<file path="config.mk">
export PLATFORM = sky130hd
export DESIGN_NAME = alu_issue_scheduler_flat
export DESIGN_NICKNAME = d
export VERILOG_FILES = /design/src/rtl/alu_issue_scheduler_if.sv /design/src/rtl/alu_issue_scheduler.sv /design/src/flat_wrapper.sv
export SDC_FILE = /design/constraint.sdc
export NUM_CORES = 1
export LEC_CHECK = 0
export CAP_MARGIN = 20
export CORE_MARGIN = 2
export CORE_UTILIZATION = 59
export DETAILED_ROUTE_END_ITERATION = 10
export GPL_TIMING_DRIVEN = 0
export PLACE_DENSITY = 0.85
export SLEW_MARGIN = 10
export SYNTH_ARGS = -nofsm -noshare
export SYNTH_HDL_FRONTEND = slang
export SYNTH_SLANG_ARGS = --single-unit
</file>
<file path="constraint.sdc">
create_clock -name clk -period 22.1 [get_ports clk]
set_clock_uncertainty 0.15 [all_clocks]
set_input_delay 4.42 -clock clk [delete_from_list [all_inputs] [get_ports clk]]
set_output_delay 4.42 -clock clk [all_outputs]
set_load 0.02 [all_outputs]
</file>
<file path="src/rtl/alu_issue_scheduler_if.sv">
// Dispatch/issue bundle between the dispatch stage, ALU queue storage and the scheduler.
// The master side drives requests, ready flags and ALU acceptance; the scheduler is the slave.
interface alu_issue_scheduler_if #(
    parameter int QUEUE_SIZE = 16,
    parameter int PTR_W      = 4
);
    logic [3:0]            inValid;
    logic [PTR_W-1:0]      allocSlot0;
    logic [PTR_W-1:0]      allocSlot1;
    logic [PTR_W-1:0]      allocSlot2;
    logic [PTR_W-1:0]      allocSlot3;
    logic                  dispatchStall;
    logic [QUEUE_SIZE-1:0] entryReady;
    logic                  issueValid;
    logic [PTR_W-1:0]      issueSlot;
    logic                  aluReady;
    logic [PTR_W:0]        freeCount;

    modport master (
        output inValid, entryReady, aluReady,
        input  allocSlot0, allocSlot1, allocSlot2, allocSlot3,
        input  dispatchStall, issueValid, issueSlot, freeCount
    );

    modport slave (
        input  inValid, entryReady, aluReady,
        output allocSlot0, allocSlot1, allocSlot2, allocSlot3,
        output dispatchStall, issueValid, issueSlot, freeCount
    );
endinterface

</file>
<file path="src/rtl/alu_issue_scheduler.sv">
// Slot allocator and round-robin issue selector for the ALU reservation queue.
// Owns only slot occupancy and indices; operands and wake-up live in the queue storage.
module alu_issue_scheduler #(
    parameter int QUEUE_SIZE = 16,
    parameter int PTR_W      = 4
) (
    input  logic                 clk,
    input  logic                 reset,
    input  logic                 flush,
    alu_issue_scheduler_if.slave bus
);
    localparam int LANES = 4;

    logic [QUEUE_SIZE-1:0] occ;
    logic [PTR_W-1:0]      rrPtr;
    logic                  issueValidR;
    logic [PTR_W-1:0]      issueSlotR;
    logic [PTR_W:0]        freeCountR;

    logic [PTR_W-1:0]      freeSlot [LANES];
    logic [1:0]            laneRank [LANES];
    logic [PTR_W-1:0]      laneSlot [LANES];
    logic [2:0]            reqCount;
    logic [QUEUE_SIZE-1:0] allocMask;
    logic                  accept;

    logic                  handshake;
    logic [QUEUE_SIZE-1:0] issueMask;
    logic [QUEUE_SIZE-1:0] cand;
    logic [PTR_W-1:0]      scanStart;
    logic [PTR_W-1:0]      pick;
    logic                  pickFound;
    logic [PTR_W:0]        freeNext;

    function automatic logic [2:0] popCount4(input logic [3:0] v);
        return {2'b00, v[0]} + {2'b00, v[1]} + {2'b00, v[2]} + {2'b00, v[3]};
    endfunction

    // The four lowest-indexed free slots, taken from registered occupancy only.
    always_comb begin
        logic [2:0] nFound;
        nFound = 3'd0;
        for (int k = 0; k < LANES; k++) freeSlot[k] = '0;
        for (int i = 0; i < QUEUE_SIZE; i++) begin
            if (!occ[i] && nFound < 3'd4) begin
                freeSlot[nFound[1:0]] = PTR_W'(i);
                nFound = nFound + 3'd1;
            end
        end
    end

    // Valid lanes are compacted; an idle lane shows the slot its own lane index would get.
    always_comb begin
        logic [2:0] cnt;
        cnt       = 3'd0;
        allocMask = '0;
        for (int k = 0; k < LANES; k++) begin
            laneRank[k] = bus.inValid[k] ? cnt[1:0] : 2'(k);
            laneSlot[k] = freeSlot[laneRank[k]];
            if (bus.inValid[k]) begin
                allocMask[laneSlot[k]] = 1'b1;
                cnt = cnt + 3'd1;
            end
        end
    end

    assign reqCount = popCount4(bus.inValid);
    assign accept   = ((PTR_W+1)'(reqCount) <= freeCountR) && !flush;

    assign bus.allocSlot0    = laneSlot[0];
    assign bus.allocSlot1    = laneSlot[1];
    assign bus.allocSlot2    = laneSlot[2];
    assign bus.allocSlot3    = laneSlot[3];
    assign bus.dispatchStall = (bus.inValid != 4'b0000) && !accept;

    assign handshake = issueValidR && bus.aluReady && !flush;

    always_comb begin
        issueMask = '0;
        if (issueValidR) issueMask[issueSlotR] = 1'b1;
    end

    assign cand = occ & bus.entryReady & ~issueMask;

    // On a handshake the next pick already starts just past the slot leaving.
    assign scanStart = handshake ? issueSlotR + PTR_W'(1) : rrPtr;

    always_comb begin
        logic [PTR_W-1:0] idx;
        pick      = '0;
        pickFound = 1'b0;
        for (int off = 0; off < QUEUE_SIZE; off++) begin
            idx = scanStart + PTR_W'(off);
            if (!pickFound && cand[idx]) begin
                pickFound = 1'b1;
                pick      = idx;
            end
        end
    end

    assign freeNext = freeCountR + (PTR_W+1)'(handshake)
                    - (accept ? (PTR_W+1)'(reqCount) : '0);

    always_ff @(posedge clk) begin
        if (reset || flush) begin
            occ         <= '0;
            rrPtr       <= '0;
            issueValidR <= 1'b0;
            issueSlotR  <= '0;
            freeCountR  <= (PTR_W+1)'(QUEUE_SIZE);
        end else begin
            occ        <= (occ & ~(handshake ? issueMask : '0)) | (accept ? allocMask : '0);
            freeCountR <= freeNext;
            if (handshake) rrPtr <= issueSlotR + PTR_W'(1);
            if (!issueValidR || handshake) begin
                issueValidR <= pickFound;
                if (pickFound) issueSlotR <= pick;
            end
        end
    end

    assign bus.issueValid = issueValidR;
    assign bus.issueSlot  = issueSlotR;
    assign bus.freeCount  = freeCountR;
endmodule

</file>
<file path="src/flat_wrapper.sv">
// flat-port wrapper written by rule: the top's interface ports become plain ports
module alu_issue_scheduler_flat 
#(
    parameter int QUEUE_SIZE = 16,
    parameter int PTR_W      = 4
)
  (clk, reset, flush, bus_inValid, bus_entryReady, bus_aluReady, bus_allocSlot0, bus_allocSlot1, bus_allocSlot2, bus_allocSlot3, bus_dispatchStall, bus_issueValid, bus_issueSlot, bus_freeCount);
  alu_issue_scheduler_if #(.QUEUE_SIZE(QUEUE_SIZE), .PTR_W(PTR_W)) bus_i ();
  input  logic clk;
  input  logic reset;
  input  logic flush;
  input wire logic [$bits(bus_i.inValid)-1:0] bus_inValid;
  input wire logic [$bits(bus_i.entryReady)-1:0] bus_entryReady;
  input wire logic [$bits(bus_i.aluReady)-1:0] bus_aluReady;
  output wire logic [$bits(bus_i.allocSlot0)-1:0] bus_allocSlot0;
  output wire logic [$bits(bus_i.allocSlot1)-1:0] bus_allocSlot1;
  output wire logic [$bits(bus_i.allocSlot2)-1:0] bus_allocSlot2;
  output wire logic [$bits(bus_i.allocSlot3)-1:0] bus_allocSlot3;
  output wire logic [$bits(bus_i.dispatchStall)-1:0] bus_dispatchStall;
  output wire logic [$bits(bus_i.issueValid)-1:0] bus_issueValid;
  output wire logic [$bits(bus_i.issueSlot)-1:0] bus_issueSlot;
  output wire logic [$bits(bus_i.freeCount)-1:0] bus_freeCount;
  assign bus_i.inValid = bus_inValid;
  assign bus_i.entryReady = bus_entryReady;
  assign bus_i.aluReady = bus_aluReady;
  assign bus_allocSlot0 = bus_i.allocSlot0;
  assign bus_allocSlot1 = bus_i.allocSlot1;
  assign bus_allocSlot2 = bus_i.allocSlot2;
  assign bus_allocSlot3 = bus_i.allocSlot3;
  assign bus_dispatchStall = bus_i.dispatchStall;
  assign bus_issueValid = bus_i.issueValid;
  assign bus_issueSlot = bus_i.issueSlot;
  assign bus_freeCount = bus_i.freeCount;
  alu_issue_scheduler #(.QUEUE_SIZE(QUEUE_SIZE), .PTR_W(PTR_W)) u_core (.clk(clk), .reset(reset), .flush(flush), .bus(bus_i));
endmodule
</file>
==> results by group <==
Yosys
  – EDFF count, synth: 0
  – Xor/xnor share of the synthesized area: between 3 and 4%
  – Sequential share of the synthesized area: 7.93%
  – Asr flop ratio synth: 0%
  – Post-synth cell types: 90
  – Post-Synth Adder-Cell Area: between 10% and 20%
  – Synth Register Bits: 30
  – Synthesized net count: between 1000 and 1500
  – Synth Warn #: 0
  – Post-synthesis simple-gate area fraction: a little over a quarter
  – Top cells by area, synth: ha_1 (14%), dfxtp_1 (7.9%), mux2i_1 (5.4%), a21oi_1 (5.0%), nand2_1 (5.0%)
  – Largest family of logic cells by synthesized area: compound AO/OA/AOI/OAI gates
  – Gate count after technology mapping: 1036
  – Avg Cell Area, Syn: roughly 7.3 sq um
  – Synthesized cell area: around 7600 sq um
  – Top cell type's share of synthesized area: 14.2%
  – Largest area contributor in the synthesized netlist: ha_1
  – Main synth FF type: dfxtp_1
  – Mux share of post-synthesis cell area: about 13%
  – Synth Area in Compound Gates: between 20% and 30%

Setup path
  – Crit-path max FO: 10
  – FF-to-FF setup slack: between 7000 and 8000 ps
  – Arrival time at the worst endpoint: approximately 14000 ps
  – Reg2reg start: u_core.occ[2]$_SDFF_PP0_
  – Slowest CP cell: o32ai_1
  – Largest stage delay, worst path: between 900 and 1000 ps
  – Cells on worst reg2reg path: 54
  – Startpoint Class: register
  – Reg2reg end: u_core.occ[3]$_SDFF_PP0_
  – CP required: roughly 18000 ps
  – Worst path most repeated cell: ha_1
  – CP Class: register to output port
  – CP Capture Type: output port

GRT
  – Largest net degree at the start of global routing: 14
  – First-pass GRT wire length: ~40 mm
  – Initial antenna violation count: 0
  – GR Overflow Total: 0
  – GRT Overall Usage: about 36%
  – Vias in the first global route: just under 8000

Clocking
  – Max Root-Sink Buffers: 2
  – Clock latency on the worst-skew pair: ~280 ps
  – CTS Buf Count: 5
  – Post-CTS sizing: 0
  – Root Buffer: clkbuf_16
  – TritonCTS clock tree: built
  – CTS sink cnt: 30
  – CTS Hold Bufs: 0
  – # H-tree levels: 2
  – Worst-path clk slew: roughly 50 ps
  – Postcts setup bufs: 0

Worst hold path
  – Hold EP: u_core.bus.issueSlot[1]$_SDFFE_PP0P_
  – Worst hold path class: register to register
  – Worst hold stages: 2
  – Hold Startpoint: u_core.bus.issueSlot[1]$_SDFFE_PP0P_

Flow run
  – Max_cap viols: 0

Die
  – Cell Rows: a little over 40
  – Core Footprint: about 13000 sq um
  – Die H: between 100 and 150 microns
  – I/O pins: just over 50
  – Die width: between 100 and 150 microns
  – Die area: between 10000 and 15000 sq um
  – Initial Utilization: 60.3%

Cells and area
  – Area grow syn2layout: 11.4%
  – Diodes inserted: 0
  – Fin cells: 1266
  – Layout Nets: 1206
  – Multi-input logic area: about 6500 sq um
  – Layout cells sized above 1: approximately 7.7%
  – Sequential Area: approximately 600 sq um
  – Final Core Density: 67.2%
  – Fill cells: around 1200

Drt
  – Routed Antenna Nets: 0
  – DR vias: between 8000 and 9000
  – Routed Wire Length: 25.9 mm
  – DR vias/cell: roughly 6.8
  – DRT Pass-1 Iters: 6
  – Drt initial violations: roughly 1200
  – Residual DRC: 0
  – Routed wire per std cell: between 20 and 25 microns

Placement
  – Placed cell count: between 1000 and 1500
  – RD Place Congestion: between 1 and 1.5
  – Port bufs: 50
  – Final HPWL DP: between 20 and 25 mm

Timing
  – Fin. Hold Viols: 0
  – Setup Viol. Count Final: 0
  – Final Critical Period: 18990 ps
  – Final Max Tran Viols: 0
  – RSZ-0062 raised after global routing: false
  – F_max: about 53 MHz
  – Final setup TNS: 0 ps
  – Max transition margin: roughly a quarter
  – Tcrit/Tclk final: 85.9%
  – Least-Margin Pin Slew: around 1100 ps

Run status
  – Status: complete, no violations
## registers in the layout (all words and copies together) (netlist names)
| register | cells |
|---|---|
| u_core.bus.freeCount | 5 |
| u_core.bus.issueSlot | 4 |
| u_core.bus.issueValid | 1 |
| u_core.occ | 16 |
| u_core.rrPtr | 4 |
## worst max-delay path by stage
| stage | start | endpoint |
|---|---|---|
| after floorplan | u_core.occ[0]$_SDFF_PP0_ | bus_allocSlot2[3] |
| after global placement | u_core.occ[2]$_SDFF_PP0_ | bus_allocSlot2[3] |
| after detailed placement | u_core.occ[2]$_SDFF_PP0_ | bus_allocSlot2[3] |
| after CTS | u_core.occ[2]$_SDFF_PP0_ | bus_allocSlot2[3] |
| after global routing | u_core.occ[2]$_SDFF_PP0_ | bus_allocSlot2[3] |
| final | u_core.occ[2]$_SDFF_PP0_ | bus_allocSlot2[3] |
## cells in the mapped netlist (all sizes together), types with 4 or more instances
cell,count
o31ai,7
a32oi,5
ha,86
and3,11
inv,67
nor2,81
buf,14
nand4,21
or3,9
nand3b,7
clkbuf,32
o22ai,18
dfxtp,30
o221ai,16
o211ai,21
a211oi,10
mux2i,44
and2,11
nand2b,29
and3b,4
a21o,6
o2111ai,4
nand3,26
a31o,4
nor4,10
a21oi,77
mux2,16
xnor2,18
mux4,13
xor2,9
o32ai,6
o21a,6
o31a,4
nand2,101
or2,12
a31oi,18
nor3,35
a22oi,4
a22o,8
o22a,4
a221oi,13
nor2b,24
o21ai,50
## worst max-delay path, delay by kind of cell (launching register included)
kind            cells  cell delay [ps]
flops               1              560
fa+ha+maj          10             3070
simple gates       21             3820
mux                 2              690
xor+xnor            2              890
compound gates      8             2650
buf+inv             8             2430
## stage by stage
stage | hold WS, ps | worst slack, ps | instance area [sq um]
after floorplan | 388 | 6570 | 7570
after global placement | 468 | 3870 | 8290
after detailed placement | 482 | 3820 | 8290
after CTS | 490 | 3470 | 8440
after global routing | 550 | 2030 | 8440
final | 503 | 3110 | 8440
## layer usage
metal  wire length [microns]  share of wire (%)  GRT usage (%)
met2                   11900                 46           59.2
met1                   10700                 41           49.7
met5                       0                  0              0
met3                    2470                9.5           4.13
met4                     859                3.3           11.7
## cells in the final DEF (no fill, tap or decap), drive strengths merged, types with 29 or more instances in the layout
cell / n
clkdlybuf4s50: 50
nor3: 35
ha: 86
nor2: 81
nand2b: 29
o21ai: 50
inv: 67
nand2: 101
mux2i: 44
a21oi: 77
dfxtp: 30
clkbuf: 38
## cell families after synthesis
group / count (synthesis)
buffers and inverters: 114
AND/OR/NAND/NOR: 394
multiplexers: 73
adder cells (fa/ha/maj): 89
flip-flops: 30
XOR/XNOR: 27
AO/OA/AOI/OAI: 309
## final cells by class
class / instances / area share, %
flip-flops and latches: 30 / 7.12
inverters: 68 / 3.02
multi-input cells: 892 / 77.1
repair buffers: 50 / 5.93
plain buffers: 46 / 2.46
well taps: 172 / 2.55
clock buffers: 6 / 1.65
clock inverters: 2 / 0.148
Power is not shown: default switching activity piles up to over one toggle a cycle in this logic, so the estimate is an artifact.
